`src/rtl/serial_scale_mul.sv`:
```
// serial_scale_mul: serial shift-and-add multiplier for mixed-signedness operands,
// followed by a round-half-up right shift and saturation to OUT_W bits.
module serial_scale_mul #(
  parameter int N     = 8,
  parameter int OUT_W = 8,
  parameter int SW    = $clog2(2*N)
) (
  input  logic             clk,
  input  logic             reset,
  input  logic             in_valid,
  output logic             in_ready,
  input  logic [N-1:0]     a,
  input  logic [N-1:0]     b,
  input  logic             a_signed,
  input  logic             b_signed,
  input  logic [SW-1:0]    shift,
  output logic             out_valid,
  input  logic             out_ready,
  output logic [2*N-1:0]   product,
  output logic             product_signed,
  output logic [OUT_W-1:0] scaled,
  output logic             sat
);

  localparam int EW = 2*N + 2;
  localparam int CW = $clog2(N + 1);
  localparam logic signed [EW-1:0] S_MAX = EW'(2**(OUT_W-1) - 1);
  localparam logic signed [EW-1:0] S_MIN = ~S_MAX;
  localparam logic        [EW-1:0] U_MAX = EW'(2**OUT_W - 1);

  typedef enum logic [1:0] {IDLE, MUL, SCALE, OUT} state_t;

  state_t state, next_state;

  logic [N:0]      a_ext, b_ext, mag_a_c, mag_b_c;
  logic            sgn_a, sgn_b;
  logic [2*N:0]    mcand, acc, neg_acc;
  logic [N:0]      mplier;
  logic            neg, psg;
  logic [SW-1:0]   shift_r;
  logic [CW-1:0]   cnt;

  logic [2*N-1:0]        prod_c;
  logic [EW-1:0]         ext, rnd, sum, shd;
  logic signed [EW-1:0]  sum_s, ashr;
  logic [OUT_W-1:0]      scaled_c;
  logic                  sat_c;

  // Operand magnitudes; N+1 bits so that the most negative value keeps its magnitude.
  always_comb begin
    sgn_a   = a_signed & a[N-1];
    sgn_b   = b_signed & b[N-1];
    a_ext   = {sgn_a, a};
    b_ext   = {sgn_b, b};
    mag_a_c = sgn_a ? (~a_ext + 1'b1) : a_ext;
    mag_b_c = sgn_b ? (~b_ext + 1'b1) : b_ext;
  end

  // State register.
  always_ff @(posedge clk or posedge reset) begin
    if (reset) state <= IDLE;
    else       state <= next_state;
  end

  // Next-state and handshake outputs.
  always_comb begin
    next_state = state;
    in_ready   = 1'b0;
    out_valid  = 1'b0;
    unique case (state)
      IDLE: begin
        in_ready = 1'b1;
        if (in_valid) next_state = MUL;
      end
      MUL:   if (cnt == CW'(N-1)) next_state = SCALE;
      SCALE: next_state = OUT;
      OUT: begin
        out_valid = 1'b1;
        if (out_ready) next_state = IDLE;
      end
      default: next_state = IDLE;
    endcase
  end

  // Sign application, widening, rounding, shift and saturation of the accumulated magnitude.
  always_comb begin
    neg_acc  = -acc;
    prod_c   = neg ? neg_acc[2*N-1:0] : acc[2*N-1:0];
    ext      = psg ? {{2{prod_c[2*N-1]}}, prod_c} : {2'b00, prod_c};
    rnd      = (shift_r != '0) ? (EW'(1) << (shift_r - 1'b1)) : '0;
    sum      = ext + rnd;
    sum_s    = sum;
    ashr     = sum_s >>> shift_r;
    shd      = psg ? ashr : (sum >> shift_r);
    scaled_c = shd[OUT_W-1:0];
    sat_c    = 1'b0;
    if (psg) begin
      if ($signed(shd) > S_MAX) begin
        scaled_c = S_MAX[OUT_W-1:0];
        sat_c    = 1'b1;
      end else if ($signed(shd) < S_MIN) begin
        scaled_c = S_MIN[OUT_W-1:0];
        sat_c    = 1'b1;
      end
    end else if (shd > U_MAX) begin
      scaled_c = '1;
      sat_c    = 1'b1;
    end
  end

  // Operand capture, serial accumulation and result registers.
  always_ff @(posedge clk or posedge reset) begin
    if (reset) begin
      mcand          <= '0;
      mplier         <= '0;
      acc            <= '0;
      cnt            <= '0;
      neg            <= 1'b0;
      psg            <= 1'b0;
      shift_r        <= '0;
      product        <= '0;
      scaled         <= '0;
      sat            <= 1'b0;
      product_signed <= 1'b0;
    end else begin
      unique case (state)
        IDLE: if (in_valid) begin
          mcand   <= {{N{1'b0}}, mag_a_c};
          mplier  <= mag_b_c;
          acc     <= '0;
          cnt     <= '0;
          neg     <= sgn_a ^ sgn_b;
          psg     <= a_signed | b_signed;
          shift_r <= shift;
        end
        // Multiplicand walks left and multiplier walks right, so bit i of |b|
        // always lands at mplier[0] alongside |a|<<i.
        MUL: begin
          if (mplier[0]) acc <= acc + mcand;
          mcand  <= mcand << 1;
          mplier <= mplier >> 1;
          cnt    <= cnt + 1'b1;
        end
        SCALE: begin
          product        <= prod_c;
          scaled         <= scaled_c;
          sat            <= sat_c;
          product_signed <= psg;
        end
        default: ;
      endcase
    end
  end

endmodule

```
`config.mk`:
```
export PLATFORM = sky130hd
export DESIGN_NAME = serial_scale_mul
export DESIGN_NICKNAME = d
export VERILOG_FILES = /design/src/rtl/serial_scale_mul.sv
export SDC_FILE = /design/constraint.sdc
export NUM_CORES = 1
export LEC_CHECK = 0
export CORE_ASPECT_RATIO = 0.75
export CORE_UTILIZATION = 25
export CTS_CLUSTER_DIAMETER = 40
export DETAILED_ROUTE_END_ITERATION = 8
export GPL_TIMING_DRIVEN = 0
export PLACE_DENSITY = 0.53
export SYNTH_ARGS = -nofsm -noshare
export SYNTH_HDL_FRONTEND = slang
export SYNTH_SLANG_ARGS = --single-unit
```
`constraint.sdc`:
```
create_clock -name clk -period 7.3 [get_ports clk]
set_clock_uncertainty 0.1 [all_clocks]
set_input_delay 1.095 -clock clk [delete_from_list [all_inputs] [get_ports clk]]
set_output_delay 1.095 -clock clk [all_outputs]
set_load 0.005 [all_outputs]
```
==> flow_summary.ini <==
[run_status]
status = finished clean

[clocking]
clk_transition_reported_paths_ns = 0.06
root_buffer = clkbuf_16
htreeDepth = 3
cts_setup_buffers = 0
cts_tree = yes
cts_hold_buf = 0
cts.sinks = 79
clk_latency_ns = 0.35
cts_resized = 0
cts_buffer_depth = 2
numCtsBuffers = 9

[placement]
placed_area_mm2 = 0.00739
dpl.hpwl_um = 15300
routabilityCongestion = 0.875
placed_cells = 1160
port_buffers = 53
pre_cts_slack_ns = 0.861

[route]
ant_nets = 0
drtIter0Drc = 517
routed_wl_um = 19700
via_per_inst = 5.11
vias = 6008
wl_per_cell_um = 16.8
drcViolationCount = 0
first_pass_iters = 7

[yosys]
synth_area_leader_cell = dfrtp_1
synth.most_common_cell = nor2_1
ys_top_cells_by_area = dfrtp_1 (31%), ha_1 (7.6%), nor2_1 (6.0%)
yosysWarnings = 0
avgSynthCellArea_um2 = 8.34
synth_nets = 835
ys_async_sr_fraction_pct = 100
yosys-top-cells-count = nor2_1 (102), dfrtp_1 (79), nand2_1 (75)
netlist_instances = 768
synth-edff-count = 0
ys.flop_type = dfrtp_1
yosysSeqAreaShare_pct = 30.9
netlist_area_mm2 = 0.00641
ys_ff_latch = 79
synth_cell_types = 67
synth_top_cell_area_share_pct = 30.9

[hold_path]
hp-start = mplier[1]
hold_class = reg -> reg
min_path_cells = 2
min_to = mplier[1]

[finish]
drive_above_1_share_pct = 6.92
fin_area_mm2 = 0.00769
antenna-diode-count = 0
fin_cells = 1176
final_util_pct = 30.7
nNetsFinal = 900
areaGrowthSynthToFinish_pct = 20.1

[grt]
grt_max_degree = 62
grt_usage_pct = 15.2
gr-total-overflow = 0
grt_pass1_vias = 5661
grt_pass1_wl_um = 31500
antenna_found_initial = 0

[power]
p_sw_share_pct = 50.2
combPwrFrac_pct = 68.1
power_frac_seq_pct = 19.7
p_total_mw = 3.94
ir_drop_mv = 0.145
p_leak_nw = 3.27
power_density_mw_per_mm2 = 512
p_int_mw = 1.96
p_sw_mw = 1.98
clkPwrFrac_pct = 12.2

[sta]
slew_viol_final = 0
max_freq_mhz = 150
fin_setup_tns_ns = 0
setup_ws_ns = 0.648
hold_viol_final = 0
rsz0062_at_grt = false
tightest_slew_ns = 1.22
slew_headroom_pct = 17.5
min_period_over_period_pct = 91.1
min_period_ns = 6.65
fin_hold_ws_ns = 0.384
finalSetupViolCount = 0

[setup_path]
worstPathRequired_ns = 7.48
r2r-start = shift_r[2]
cp-startpoint = shift_r[2]
crit_path_start_kind = register
critPathKind = reg -> reg
reg2reg_setup_slack_ns = 0.65
worstPathMaxFanout = 10
rr_worst_depth = 17
r2r-end = scaled[4]
end_kind = register
cp.arrival_ns = 6.83

[die]
die_w_um = 187
die_y_um = 141
io_pins = 54
dieArea_mm2 = 0.0263
coreArea_mm2 = 0.0251
num_rows = 50
start_util_pct = 25.5

[job]
drv_cap = 0
==> cell type report <==
type	instances	area [um2]
Buffer	33	124
Fill cell	2650	17400
Timing Repair Buffer	54	558
Sequential cell	79	1980
Inverter	27	104
Tap cell	338	423
Clock buffer	9	225
Clock inverter	7	77.6
Multi-Input combinational cell	629	4200
==> cells in the final DEF (no fill, tap or decap), types with 6 or more instances in the layout <==
| cell type | count |
|---|---|
| a211oi_1 | 7 |
| dfrtp_1 | 79 |
| a22o_1 | 13 |
| inv_1 | 24 |
| clkbuf_16 | 9 |
| xnor2_1 | 35 |
| clkbuf_1 | 31 |
| o31ai_1 | 9 |
| nor3_1 | 10 |
| a31oi_1 | 7 |
| or2_2 | 6 |
| nand2_1 | 75 |
| nor3b_1 | 6 |
| nor4_1 | 8 |
| mux4_2 | 6 |
| mux2i_1 | 12 |
| or3_1 | 7 |
| xor2_1 | 10 |
| a221o_1 | 8 |
| o21ai_0 | 66 |
| nor2_1 | 102 |
| nand2b_1 | 9 |
| a21o_1 | 9 |
| a21oi_1 | 65 |
| and3_1 | 6 |
| and2_1 | 6 |
| nand3_1 | 10 |
| mux2_2 | 16 |
| clkdlybuf4s50_1 | 53 |
| ha_1 | 39 |
| o21bai_1 | 10 |
==> power by group through the flow <==
stage	sequential, mW	combinational [mW]	clock [mW]
floorplan	0.740	1.85	0
global placement	0.781	2.59	0
detailed placement	0.782	2.63	0
CTS	0.778	2.64	0.494
global route	0.804	2.94	0.510
finish	0.777	2.68	0.480
==> per-layer routing <==
| layer | GRT usage [%] | share of wire (%) | up-vias |
|---|---|---|---|
| met4 | 3.49 | 0.97 | 0 |
| met3 | 3.46 | 6.7 | 17 |
| met2 | 19.5 | 37 | 177 |
| met1 | 24.5 | 56 | 2874 |
| li1 | - | - | 2940 |
| met5 | 0 | 0 | - |
==> worst max path at each step <==
stage                            to  slack, ns
after floorplan           scaled[0]       2.12
after global placement    scaled[3]       0.93
after detailed placement  scaled[1]       0.86
after CTS                 scaled[4]       0.80
after global routing      scaled[3]       0.33
final                     scaled[4]       0.65
==> logic make-up (layout without fill, tap and decap cells) <==
logic type | after synthesis | after routing | synth area share, %
AOI/OAI and AO/OA | 247 | 247 | 25.4
xor gates and xnor gates | 46 | 46 | 6.41
adders and majority gates | 41 | 41 | 8.24
buffers and inverters | 60 | 130 | 3.52
DFF | 79 | 79 | 30.9
muxes | 36 | 36 | 7.27
other | 1 | 1 | 0.0585
and+or+nand+nor | 258 | 258 | 18.3
==> sequential cells by signal, indices dropped and copies added, names as in the netlist, 2 cells and up <==
signal and count:
cnt 4, product 16, mcand 16, acc 16, mplier 9, state 2
scaled 8, shift_r 4
==> worst max-delay path, stage by stage, from the launching register on <==
cell and delay, ns:
dfrtp_1 0.48, clkbuf_1 0.40, buf_1 0.42, clkbuf_1 0.43, nand2_1 0.25, nor2_1 0.19
ha_1 0.14, clkbuf_1 0.29, nand2_1 0.16, o221a_2 0.33, mux2_2 0.27, a211oi_1 0.63
mux2_2 0.29, nor3_1 0.06, o41ai_1 0.54, o2111ai_1 0.31, o41ai_1 1.03, a221o_1 0.28
Note: power is estimated with default switching activity, not from simulation.
